$ cat config.mk
export PLATFORM = sky130hd
export DESIGN_NAME = fifo_sr_qos
export DESIGN_NICKNAME = d
export VERILOG_FILES = /design/src/rtl/fifo_sr_qos_pkg.sv /design/src/rtl/fifo_free_list.sv /design/src/rtl/fifo_sr_qos.sv
export SDC_FILE = /design/constraint.sdc
export NUM_CORES = 1
export LEC_CHECK = 0
export BUFFER_PORTS_ARGS = -buffer_cell sky130_fd_sc_hd__buf_4
export CORE_ASPECT_RATIO = 0.8
export CORE_UTILIZATION = 62
export CTS_CLUSTER_SIZE = 24
export DETAILED_ROUTE_END_ITERATION = 8
export GPL_ROUTABILITY_DRIVEN = 1
export PLACE_DENSITY = 0.81
export REMOVE_ABC_BUFFERS = 1
export SLEW_MARGIN = 5
export SYNTH_ARGS = -nofsm -noshare
export SYNTH_HDL_FRONTEND = slang
export SYNTH_SLANG_ARGS = --single-unit
$ cat constraint.sdc
create_clock -name clk -period 9.26 [get_ports clk]
set_clock_uncertainty 0.1 [all_clocks]
set_input_delay 0 -clock clk [delete_from_list [all_inputs] [get_ports clk]]
set_output_delay 0 -clock clk [all_outputs]
set_load 0.02 [all_outputs]
$ cat src/rtl/fifo_sr_qos_pkg.sv
// Shared definitions for the shared-buffer multi-flux FIFO: sizing helpers,
// the reservation accounting function and the occupancy accumulator type.
package fifo_sr_qos_pkg;

  // Accumulator wide enough to add up every per-flux count plus the free count.
  typedef logic [15:0] occ_t;

  function automatic int clog2_min1(input int n);
    return (n <= 2) ? 1 : $clog2(n);
  endfunction

  // Entries still owed to one flux under its guaranteed reservation.
  function automatic int unused_reserve(input int cnt, input int reserve);
    return (cnt < reserve) ? (reserve - cnt) : 0;
  endfunction

endpackage

$ cat src/rtl/fifo_free_list.sv
// Circular FIFO of unallocated data-RAM addresses. Reset loads it full with
// addresses 0..DEPTH-1 in ascending order.
module fifo_free_list
  import fifo_sr_qos_pkg::*;
#(
  parameter  int DEPTH  = 8,
  localparam int ADDR_W = clog2_min1(DEPTH),
  localparam int CNT_W  = ADDR_W + 1
) (
  input  logic              clk,
  input  logic              rst,
  input  logic              push,
  input  logic [ADDR_W-1:0] push_addr,
  input  logic              pop,
  output logic [ADDR_W-1:0] pop_addr,
  output logic [CNT_W-1:0]  count
);

  logic [ADDR_W-1:0] slot_q [DEPTH];
  logic [ADDR_W-1:0] slot_d [DEPTH];
  logic [ADDR_W-1:0] rd_ptr_q, rd_ptr_d;
  logic [ADDR_W-1:0] wr_ptr_q, wr_ptr_d;
  logic [CNT_W-1:0]  count_q, count_d;
  logic              do_pop;

  assign do_pop   = pop && (count_q != '0);
  assign pop_addr = slot_q[rd_ptr_q];
  assign count    = count_q;

  // Pointers wrap naturally because DEPTH is a power of two.
  always_comb begin
    for (int i = 0; i < DEPTH; i++) slot_d[i] = slot_q[i];
    rd_ptr_d = rd_ptr_q;
    wr_ptr_d = wr_ptr_q;
    count_d  = count_q;
    if (push) begin
      slot_d[wr_ptr_q] = push_addr;
      wr_ptr_d         = wr_ptr_q + 1'b1;
    end
    if (do_pop) rd_ptr_d = rd_ptr_q + 1'b1;
    count_d = count_q + CNT_W'(push) - CNT_W'(do_pop);
  end

  always_ff @(posedge clk or posedge rst) begin
    if (rst) begin
      for (int i = 0; i < DEPTH; i++) slot_q[i] <= ADDR_W'(i);
      rd_ptr_q <= '0;
      wr_ptr_q <= '0;
      count_q  <= CNT_W'(DEPTH);
    end else begin
      for (int i = 0; i < DEPTH; i++) slot_q[i] <= slot_d[i];
      rd_ptr_q <= rd_ptr_d;
      wr_ptr_q <= wr_ptr_d;
      count_q  <= count_d;
    end
  end

  a_no_underflow: assert property (@(posedge clk) disable iff (rst)
    !(pop && count_q == '0));
  a_no_overflow: assert property (@(posedge clk) disable iff (rst)
    !(push && !pop && count_q == CNT_W'(DEPTH)));

endmodule

$ cat src/rtl/fifo_sr_qos.sv
// Shared-buffer FIFO: FLUX linked-list queues over one DEPTH-entry RAM, with
// per-flux reservations, tagged FWFT read port and sticky error flags.
module fifo_sr_qos
  import fifo_sr_qos_pkg::*;
#(
  parameter  int DATA_WIDTH = 8,
  parameter  int DEPTH      = 8,
  parameter  int FLUX       = 4,
  parameter  int RESERVE    = 1,
  localparam int TAG_W      = clog2_min1(FLUX),
  localparam int ADDR_W     = clog2_min1(DEPTH),
  localparam int CNT_W      = ADDR_W + 1
) (
  input  logic                  clk,
  input  logic                  rst,
  input  logic                  wr_en,
  input  logic [TAG_W-1:0]      wr_tag,
  input  logic [DATA_WIDTH-1:0] wr_data,
  output logic [FLUX-1:0]       wr_full,
  input  logic                  rd_en,
  input  logic [TAG_W-1:0]      rd_tag,
  output logic [DATA_WIDTH-1:0] rd_data,
  output logic [FLUX-1:0]       rd_empty,
  output logic [FLUX*CNT_W-1:0] flux_cnt,
  output logic [CNT_W-1:0]      free_cnt,
  input  logic                  clr_err,
  output logic                  err_ovf,
  output logic                  err_udf
);

  if (FLUX * RESERVE > DEPTH) begin : g_bad_reserve
    $fatal(1, "fifo_sr_qos: FLUX*RESERVE must not exceed DEPTH");
  end
  if ((1 << ADDR_W) != DEPTH) begin : g_bad_depth
    $fatal(1, "fifo_sr_qos: DEPTH must be a power of two");
  end

  logic [ADDR_W-1:0]     head_q [FLUX];
  logic [ADDR_W-1:0]     head_d [FLUX];
  logic [ADDR_W-1:0]     tail_q [FLUX];
  logic [ADDR_W-1:0]     tail_d [FLUX];
  logic [CNT_W-1:0]      cnt_q  [FLUX];
  logic [CNT_W-1:0]      cnt_d  [FLUX];
  logic                  err_ovf_q, err_ovf_d;
  logic                  err_udf_q, err_udf_d;

  logic [DATA_WIDTH-1:0] data_mem [DEPTH];
  logic [ADDR_W-1:0]     next_mem [DEPTH];

  logic [CNT_W-1:0]      free_cnt_w;
  logic [ADDR_W-1:0]     alloc_addr;
  int                    unused_res;
  int                    shared_cnt;
  logic                  wr_sel_full, wr_sel_nonempty, rd_sel_empty;
  logic [ADDR_W-1:0]     wr_tail, rd_head;
  logic                  wr_acc, rd_acc;
  logic [FLUX-1:0]       wr_hit, rd_hit;

  // Admission sees registered state only; a same-cycle pop frees nothing yet.
  always_comb begin
    unused_res = 0;
    for (int f = 0; f < FLUX; f++) unused_res += unused_reserve(int'(cnt_q[f]), RESERVE);
    shared_cnt = int'(free_cnt_w) - unused_res;
  end

  for (genvar gi = 0; gi < FLUX; gi++) begin : g_flux
    assign rd_empty[gi]                 = (cnt_q[gi] == '0);
    assign wr_full[gi]                  = (int'(cnt_q[gi]) < RESERVE) ? (free_cnt_w == '0)
                                                                      : (shared_cnt <= 0);
    assign flux_cnt[gi*CNT_W +: CNT_W]  = cnt_q[gi];
    assign wr_hit[gi]                   = wr_acc && (wr_tag == TAG_W'(gi));
    assign rd_hit[gi]                   = rd_acc && (rd_tag == TAG_W'(gi));
  end

  always_comb begin
    wr_sel_full     = 1'b1;
    wr_sel_nonempty = 1'b0;
    wr_tail         = '0;
    rd_sel_empty    = 1'b1;
    rd_head         = '0;
    for (int f = 0; f < FLUX; f++) begin
      if (wr_tag == TAG_W'(f)) begin
        wr_sel_full     = wr_full[f];
        wr_sel_nonempty = !rd_empty[f];
        wr_tail         = tail_q[f];
      end
      if (rd_tag == TAG_W'(f)) begin
        rd_sel_empty = rd_empty[f];
        rd_head      = head_q[f];
      end
    end
  end

  assign wr_acc  = wr_en && !wr_sel_full;
  assign rd_acc  = rd_en && !rd_sel_empty;
  assign rd_data = data_mem[rd_head];

  always_comb begin
    for (int f = 0; f < FLUX; f++) begin
      head_d[f] = head_q[f];
      tail_d[f] = tail_q[f];
      if (rd_hit[f]) head_d[f] = next_mem[head_q[f]];
      if (wr_hit[f]) begin
        tail_d[f] = alloc_addr;
        // Queue is (or is about to become) empty: the new entry is the head.
        if (cnt_q[f] == '0 || (rd_hit[f] && cnt_q[f] == CNT_W'(1))) head_d[f] = alloc_addr;
      end
      cnt_d[f] = cnt_q[f] + CNT_W'(wr_hit[f]) - CNT_W'(rd_hit[f]);
    end
    err_ovf_d = clr_err ? 1'b0 : (err_ovf_q | (wr_en & wr_sel_full));
    err_udf_d = clr_err ? 1'b0 : (err_udf_q | (rd_en & rd_sel_empty));
  end

  always_ff @(posedge clk) begin
    if (wr_acc) begin
      data_mem[alloc_addr] <= wr_data;
      if (wr_sel_nonempty) next_mem[wr_tail] <= alloc_addr;
    end
  end

  always_ff @(posedge clk or posedge rst) begin
    if (rst) begin
      for (int f = 0; f < FLUX; f++) begin
        head_q[f] <= '0;
        tail_q[f] <= '0;
        cnt_q[f]  <= '0;
      end
      err_ovf_q <= 1'b0;
      err_udf_q <= 1'b0;
    end else begin
      for (int f = 0; f < FLUX; f++) begin
        head_q[f] <= head_d[f];
        tail_q[f] <= tail_d[f];
        cnt_q[f]  <= cnt_d[f];
      end
      err_ovf_q <= err_ovf_d;
      err_udf_q <= err_udf_d;
    end
  end

  fifo_free_list #(.DEPTH(DEPTH)) u_free_list (
    .clk       (clk),
    .rst       (rst),
    .push      (rd_acc),
    .push_addr (rd_head),
    .pop       (wr_acc),
    .pop_addr  (alloc_addr),
    .count     (free_cnt_w)
  );

  assign free_cnt = free_cnt_w;
  assign err_ovf  = err_ovf_q;
  assign err_udf  = err_udf_q;

  occ_t occ_total;
  always_comb begin
    occ_total = occ_t'(free_cnt_w);
    for (int f = 0; f < FLUX; f++) occ_total += occ_t'(cnt_q[f]);
  end

  a_conserve: assert property (@(posedge clk) disable iff (rst)
    occ_total == occ_t'(DEPTH));

  for (genvar gi = 0; gi < FLUX; gi++) begin : g_cnt_chk
    a_cnt_bound: assert property (@(posedge clk) disable iff (rst)
      cnt_q[gi] <= CNT_W'(DEPTH));
  end

endmodule

== Word level (Yosys, flattened, before mapping) ==
Memory sizes are Yosys's and may differ from the RTL's.
Index checks and enable logic that the tools add are counted.

* Output and inout port bits: 38
* Logic and storage cells: 158
* Flip-flop bits (word level): 76
* RAM bits: 88
* Input port bits: 17
* Memories: 2

* Reductions and logical operators: 34
* Mux-type cells: 53
* $lt $le $gt $ge: 8
* $add $sub $neg: 20
* Eq/ne operators: 10
* Bitwise logic cells: 6

{| class="wikitable"
|+ Memories
! name !! words !! width !! read ports !! clocked after memory_dff !! write ports !! RTL line !! text
|-
| data_mem || 8 || 8 || 1 || 0 || 1 || fifo_sr_qos.sv:47 || <nowiki>logic [DATA_WIDTH-1:0] data_mem [DEPTH];</nowiki>
|-
| next_mem || 8 || 3 || 4 || 0 || 1 || fifo_sr_qos.sv:48 || <nowiki>logic [ADDR_W-1:0] next_mem [DEPTH];</nowiki>
|}

{| class="wikitable"
|+ Operator list
! cell !! number
|-
| 32-bit 2-to-1 mux || 4
|-
| 32-bit adder || 3
|-
| 3-bit 2-to-1 mux || 23
|-
| 32-bit by 1-bit <= comparator with 1-bit output (second input constant) || 1
|-
| 5-bit by 32-bit subtractor with 32-bit output || 1
|-
| 24-bit bitwise mux || 1
|-
| 1-bit 2-to-1 mux || 23
|-
| 4-bit by 1-bit adder with 4-bit output || 5
|-
| 4-bit logical NOT || 5
|-
| 4-bit by 1-bit < comparator with 1-bit output (second input constant) || 5
|-
| 1-bit by 4-bit subtractor with 5-bit output (first input constant) || 4
|-
| 4-bit by 1-bit subtractor with 4-bit output || 5
|-
| 4-bit by 1-bit equality test with 1-bit output (second input constant) || 4
|-
| 1-bit logical AND || 16
|-
| 3-bit binary-select mux with 3-bit select || 1
|-
| 3-bit demux with 3-bit select || 1
|-
| 2-bit equality test (second input constant) || 4
|-
| 4-bit >= comparator (second input constant) || 2
|-
| 3-bit inverter with 4-bit output || 2
|-
| 3-bit by 1-bit adder with 3-bit output (second input constant) || 2
|-
| 1-bit logical NOT || 6
|-
| 2-bit by 1-bit equality test with 1-bit output (second input constant) || 2
|-
| 2-bit logical NOT || 2
|-
| 1-bit logical OR || 4
|-
| other kinds (3) || 5
|}

== Longest topological paths before layout ==
* Depth in word-level cells: 17
* Gate-level depth with buffers: 35
* Gate-level depth less buffers: 35

== By module ==
From an unflattened synthesis, not the netlist that was laid out.

* Cell total of the unflattened synthesis: 691
* Area, all modules: 9,537.9 µm²

{| class="wikitable"
|+ By module, submodules not included
! module !! cells an instance !! seq. area each (µm²) !! times used !! area an instance (µm²)
|-
| fifo_sr_qos || 576 || 3,693.5 || 1 || 7,843.8
|-
| fifo_free_list || 115 || 867.1 || 1 || 1,694.1
|}

== Worst setup path after synthesis ==
OpenSTA, ideal clock, no wires.

* Path type: register -> register
* Start point: register cnt_q (netlist bit flux_cnt[9])
* End point: register u_free_list.count_q[2], in the netlist u_free_list.count[2]
* Path slack: 1,918 ps
* Path buffers: 0
* Data required time: 9,038 ps
* Stages on the path, launching flop included: 33
* Arrival: 7,120 ps
* Cell sequence: dfrtp_1 -> inv_1 -> ha_1 -> ha_1 -> or2b_2 -> inv_1 -> fa_1 -> inv_1 -> fa_1 -> inv_1 -> fa_1 -> inv_1 -> ha_1 -> nor2_1 -> fa_1 -> nor2b_1 -> o31a_1 -> o21ai_0 -> nand2_1 -> a21oi_1 -> o21ai_0 -> ha_1 -> or4b_4 -> a2111oi_4 -> o2111ai_1 -> and4bb_1 -> a31oi_4 -> o21a_4 -> ha_1 -> inv_1 -> ha_1 -> fa_1 -> xor2_1

* Longest elaborated chain between the ends: 15
* Elaborated cells between the ends (all ways): 25
* Those cells by class: add/sub (6); order compare (2); mux (11); reduce/logical (6)

{| class="wikitable"
|+ Ends and longest elaborated chain
! item !! RTL line !! text
|-
| from (decl) || fifo_sr_qos.sv:42 || <nowiki>logic [CNT_W-1:0] cnt_q [FLUX];</nowiki>
|-
| from (signal, indexed assignment) || fifo_sr_qos.sv:134 || <nowiki>cnt_q[f] <= cnt_d[f];</nowiki>
|-
| 1-bit by 4-bit subtractor with 5-bit output or 4-bit by 1-bit < comparator with 1-bit output (tied branches) || fifo_sr_qos_pkg.sv:14, fifo_sr_qos.sv:68 ||
|-
| 32-bit 2-to-1 mux || fifo_sr_qos_pkg.sv:14 || <nowiki>return (cnt < reserve) ? (reserve - cnt) : 0;</nowiki>
|-
| 32-bit adder (2 in a row) || fifo_sr_qos.sv:62 || <nowiki>for (int f = 0; f < FLUX; f++) unused_res += unused_reserve(int'(cnt_q[f]), RESERVE);</nowiki>
|-
| 5-bit by 32-bit subtractor with 32-bit output || fifo_sr_qos.sv:63 || <nowiki>shared_cnt = int'(free_cnt_w) - unused_res;</nowiki>
|-
| 32-bit by 1-bit <= comparator with 1-bit output || fifo_sr_qos.sv:69 || <nowiki>: (shared_cnt <= 0);</nowiki>
|-
| 1-bit 2-to-1 mux || fifo_sr_qos.sv:68 || <nowiki>assign wr_full[gi] = (int'(cnt_q[gi]) < RESERVE) ? (free_cnt_w == '0)</nowiki>
|-
| 1-bit 2-to-1 mux (3 in a row) || fifo_sr_qos.sv:82 || <nowiki>if (wr_tag == TAG_W'(f)) begin</nowiki>
|-
| 1-bit 2-to-1 mux * || fifo_sr_qos.sv:82 ||
|-
| 1-bit logical NOT * || fifo_sr_qos.sv:94 || <nowiki>assign wr_acc = wr_en && !wr_sel_full;</nowiki>
|-
| 1-bit logical AND * || fifo_sr_qos.sv:94 ||
|-
| 1-bit logical AND * || fifo_free_list.sv:26 || <nowiki>assign do_pop = pop && (count_q != '0);</nowiki>
|-
| named net u_free_list.do_pop || fifo_free_list.sv:24 || <nowiki>logic do_pop;</nowiki>
|-
| 4-bit by 1-bit subtractor with 4-bit output * || fifo_free_list.sv:41 || <nowiki>count_d = count_q + CNT_W'(push) - CNT_W'(do_pop);</nowiki>
|-
| named net u_free_list.count_d[2] || fifo_free_list.sv:23 || <nowiki>logic [CNT_W-1:0] count_q, count_d;</nowiki>
|-
| to (signal assigned) || fifo_free_list.sv:49 || <nowiki>count_q <= CNT_W'(DEPTH);</nowiki>
|-
| to (signal assigned) || fifo_free_list.sv:54 || <nowiki>count_q <= count_d;</nowiki>
|-
| to (decl) || fifo_free_list.sv:23 ||
|}

Mark *: on every way through the listed nets, which the timed path passes. The rest lies on a longest branch.
A chain may end at the register's enable or synchronous reset.

== Worst setup path after layout ==
Ends and elaborated chain as after synthesis.

==> impl_results.html <==
<table>
<tr><th>Metric</th><th>Value</th></tr>
<tr><th colspan="2">Run status</th></tr>
<tr><td>Status</td><td>finished, final reports clean</td></tr>
<tr><th colspan="2">Cells and area</th></tr>
<tr><td>Fraction of final layout cells sized beyond drive strength 1</td><td>0.2919</td></tr>
<tr><td>Sequential Area</td><td>4561 µm²</td></tr>
<tr><td>Ant diodes</td><td>0</td></tr>
<tr><td>Net count reported at finish</td><td>860</td></tr>
<tr><td>Multi-input logic area</td><td>4676 µm²</td></tr>
<tr><td>Leading cell types in the layout, fill and taps excluded</td><td>88 x edfxtp_1, 63 x dfrtp_1, 62 x inv_1</td></tr>
<tr><td>Area added between synthesis and finish</td><td>12.98%</td></tr>
<tr><td>Most frequent standard cell in the layout excluding fill and tap cells</td><td>edfxtp_1</td></tr>
<tr><td>Total of fill cells in the finished design</td><td>944</td></tr>
<tr><th colspan="2">CTS</th></tr>
<tr><td>Sinks on Clock Net</td><td>164</td></tr>
<tr><td>Deepest level of the CTS H-tree</td><td>4</td></tr>
<tr><td>TritonCTS clock tree</td><td>done</td></tr>
<tr><td>Clock-pin slew on the worst setup and hold paths</td><td>approximately 0.07 ns</td></tr>
<tr><td>Root buf cell</td><td>clkbuf_16</td></tr>
<tr><td>Clock network latency to the later pin of the worst-skew pair</td><td>0.44 ns</td></tr>
<tr><td>Maximum count of clock buffers along a single path</td><td>2</td></tr>
<tr><td>Number of CTS-inserted buffers</td><td>17</td></tr>
<tr><th colspan="2">Setup path</th></tr>
<tr><td>Worst-case register-to-register setup slack</td><td>1.17 ns</td></tr>
<tr><td>Crit-path slowest cell</td><td>or4b_4</td></tr>
<tr><td>Delay of the slowest cell on the worst path</td><td>approximately 0.55 ns</td></tr>
<tr><td>Classification of the worst setup path</td><td>flip-flop to flip-flop</td></tr>
<tr><td>Worst path arrival time</td><td>~8.3 ns</td></tr>
<tr><td>Crit path max fanout</td><td>7</td></tr>
<tr><td>Critical path data required time</td><td>9.48 ns</td></tr>
<tr><td>Capturing point of the worst reg2reg path</td><td>u_free_list.count[2]</td></tr>
<tr><td>Startpoint of the most critical register-to-register path</td><td>flux_cnt[9]</td></tr>
<tr><td>Startpoint Class</td><td>flip-flop</td></tr>
<tr><td>Worst Setup End Kind</td><td>flip-flop</td></tr>
<tr><td>Path depth of the worst reg2reg path</td><td>32</td></tr>
<tr><th colspan="2">Synthesis</th></tr>
<tr><td>Number of synthesis warnings</td><td>0</td></tr>
<tr><td>Combinational family with the most area after synthesis</td><td>multiplexers</td></tr>
<tr><td>Avg Inst Size Synth</td><td>about 14 µm²</td></tr>
<tr><td>Synth Area in XOR/XNOR</td><td>0.01735</td></tr>
<tr><td>Complex-gate fraction of the synthesized area</td><td>0.06378</td></tr>
<tr><td>Post-synthesis simple-gate area fraction</td><td>0.08700</td></tr>
<tr><td>Syn Inst Count</td><td>706</td></tr>
<tr><td>Cell types with the largest area share after synthesis</td><td>edfxtp_1 28%, dfrtp_1 16%, mux4_2 13%</td></tr>
<tr><td>Number of synthesized flops with an enable pin</td><td>between 80 and 90</td></tr>
<tr><td>Post-synth top area cell</td><td>edfxtp_1</td></tr>
<tr><td>Total of flip-flops plus latches after synthesis</td><td>164</td></tr>
<tr><td>Multiplexer fraction of the synthesized cell area</td><td>0.2058</td></tr>
<tr><td>Unique cell type count in the Yosys netlist</td><td>70</td></tr>
<tr><td>Fraction of post-synthesis cell area in the top cell type by area</td><td>0.2755</td></tr>
<tr><td>Adder-cell share of the synthesized area</td><td>0.1135</td></tr>
<tr><td>Sequential-to-total area share from yosys stat</td><td>0.4754</td></tr>
<tr><td>Primary FF master, synth</td><td>edfxtp_1</td></tr>
<tr><td>Synth async-reset ratio</td><td>0.4634</td></tr>
<tr><td>Cell area after technology mapping</td><td>9593 µm²</td></tr>
<tr><th colspan="2">Hold path</th></tr>
<tr><td>End of the worst hold path</td><td>head_q[9]</td></tr>
<tr><td>Min-delay worst type</td><td>input pin to flip-flop</td></tr>
<tr><td>Worst hold path depth</td><td>5</td></tr>
<tr><td>Critical hold path startpoint</td><td>rd_tag[0]</td></tr>
<tr><th colspan="2">Place</th></tr>
<tr><td>Port Buffers</td><td>54</td></tr>
<tr><td>HPWL after detailed placement</td><td>14870 µm</td></tr>
<tr><td>Gpl congestion</td><td>0.8904</td></tr>
<tr><th colspan="2">Timing</th></tr>
<tr><td>Slew at the pin with the worst max-slew slack</td><td>1.188 ns</td></tr>
<tr><td>Post-route minimum period</td><td>between 8 and 9 ns</td></tr>
<tr><td>Fin. Hold Viols</td><td>0</td></tr>
<tr><td>RSZ-0062 raised after global routing</td><td>no</td></tr>
<tr><td>Slew Viols, Final</td><td>0</td></tr>
<tr><td>Setup violations, final</td><td>0</td></tr>
<tr><td>Final period util</td><td>0.8732</td></tr>
<tr><td>Aggregate negative setup slack</td><td>0 ns</td></tr>
<tr><td>Achievable Freq</td><td>roughly 0.12 GHz</td></tr>
<tr><td>Relative slew slack</td><td>0.2021</td></tr>
<tr><th colspan="2">Routing</th></tr>
<tr><td>Final antenna-violating net count</td><td>0</td></tr>
<tr><td>Average via count per standard cell</td><td>6.376</td></tr>
<tr><td>Violation count after the first detailed-routing iteration</td><td>roughly 730</td></tr>
<tr><td>Wire length per cell after detailed routing</td><td>21.73 µm</td></tr>
<tr><td>TritonRoute pass-1 iters</td><td>6</td></tr>
<tr><td>Drc violations</td><td>0</td></tr>
<tr><td>Routed vias</td><td>6319</td></tr>
<tr><td>Final wirelength</td><td>21530 µm</td></tr>
<tr><th colspan="2">GRT</th></tr>
<tr><td>Congestion Overflow GR</td><td>0</td></tr>
<tr><td>Global-route wire length before repair</td><td>34710 µm</td></tr>
<tr><td>Total routing resource utilization after global routing</td><td>0.2948</td></tr>
<tr><td>Antenna violations before repair</td><td>0</td></tr>
<tr><td>Via count of the first global-routing pass</td><td>6461</td></tr>
<tr><td>Largest net degree at the start of global routing</td><td>77</td></tr>
<tr><th colspan="2">Floorplan</th></tr>
<tr><td>Number of placement rows</td><td>40</td></tr>
<tr><td>Initial cell density of the core</td><td>0.6368</td></tr>
<tr><td>Die Height</td><td>113.3 µm</td></tr>
<tr><td>Die outline area</td><td>15980 µm²</td></tr>
<tr><td>Width of the chip</td><td>141.1 µm</td></tr>
<tr><td>Core region area</td><td>15060 µm²</td></tr>
<tr><td>I/O pin count</td><td>55</td></tr>
<tr><th colspan="2">Job</th></tr>
<tr><td>Total of max-cap violations</td><td>0</td></tr>
</table>
## state kept, by name, summed over array words and instances, names as in the netlist
register and count:
err_udf 1, u_free_list.wr_ptr_q 3, head_q 12, u_free_list.slot_q 24
err_ovf 1, next_mem 24, data_mem 64, tail_q 12
u_free_list.count 4, flux_cnt 16, u_free_list.rd_ptr_q 3
## final cells by class
type	count	area share
tap	210	0.02424
clock inverter	14	0.01074
timing repair buffer	69	0.05103
clock buffer	18	0.03960
inverter	64	0.02217
multi-input combinational	452	0.4314
sequential	164	0.4208
## critical path: cells and delay by family, from the launching register on
| family | cells | cell delay [ns] |
|---|---|---|
| xor+xnor | 1 | 0.16 |
| flops | 1 | 0.45 |
| compound gates | 8 | 1.84 |
| buf+inv | 6 | 0.44 |
| fa+ha+maj | 11 | 3.57 |
| simple gates | 6 | 1.42 |
## how the worst max path moves through the flow
stage,start,endpoint,slack (ns),cells past startpoint
2_1_floorplan,flux_cnt[9],u_free_list.count[2],1.91,32
3_5_place_dp,flux_cnt[9],u_free_list.count[2],1.32,32
6_report,flux_cnt[9],u_free_list.count[2],1.17,32
3_3_place_gp,flux_cnt[9],u_free_list.count[2],1.66,32
5_1_grt,flux_cnt[9],u_free_list.count[2],0.67,32
4_1_cts,flux_cnt[9],u_free_list.count[2],1.24,32
## cells in the mapped netlist, types with 4 or more instances
master and number:
mux2_2 52, xor2_1 10, edfxtp_1 88, nor4b_1 4
o21ai_0 16, a21oi_1 27, nand3_1 5, dfstp_2 13
nor2b_1 7, nor2_1 37, a21oi_2 4, mux4_2 55
and2_1 10, nor3b_1 4, buf_1 5, dfrtp_1 63
nand2b_1 6, fa_1 20, mux2i_1 9, nand4_1 4
nor3_1 10, xnor2_1 9, a22o_1 5, ha_1 55
a31oi_1 9, o21ai_1 4, inv_1 63, buf_2 9
clkbuf_1 10, nand2_1 35, nor4_1 5
## cell families (layout without fill, tap and decap cells)
| group | Yosys count | after routing |
|---|---|---|
| mux | 120 | 120 |
| xor+xnor | 19 | 19 |
| buf+inv | 90 | 165 |
| simple gates | 150 | 150 |
| fa+ha+maj | 75 | 75 |
| flops | 164 | 164 |
| compound gates | 88 | 88 |
## stage by stage
stage | instances | setup slack [ns] | hold WS (ns) | util | area (µm²)
6_report | 991 | 1.175 | 0.02554 | 0.7194 | 10840
2_1_floorplan | 680 | 1.913 | -0.03359 | - | 9477
3_5_place_dp | 945 | 1.322 | 0.07722 | 0.6739 | 10150
3_3_place_gp | 945 | 1.659 | 0.06906 | 0.6739 | 10150
4_1_cts | 991 | 1.235 | 0.01694 | 0.7194 | 10840
5_1_grt | 991 | 0.6747 | 0.09815 | 0.7194 | 10840
## routing by layer
layer / up-vias / global-route usage / share of wire
met2: 340 / 0.4581 / 0.48
met3: 49 / 0.06306 / 0.072
met5: - / 0 / 0
met1: 3165 / 0.4203 / 0.43
li1: 2765 / - / -
met4: 0 / 0.09565 / 0.020
## repair_timing
action,4_1_cts,5_1_grt
gates resized for setup,0,0
buffers inserted,0,0
endpoints found under the hold margin,130,0
hold buffers,14,0
Power is left out: the tool's default activity adds up to more than one toggle a clock period on the data nets, which glitch-free logic cannot reach.
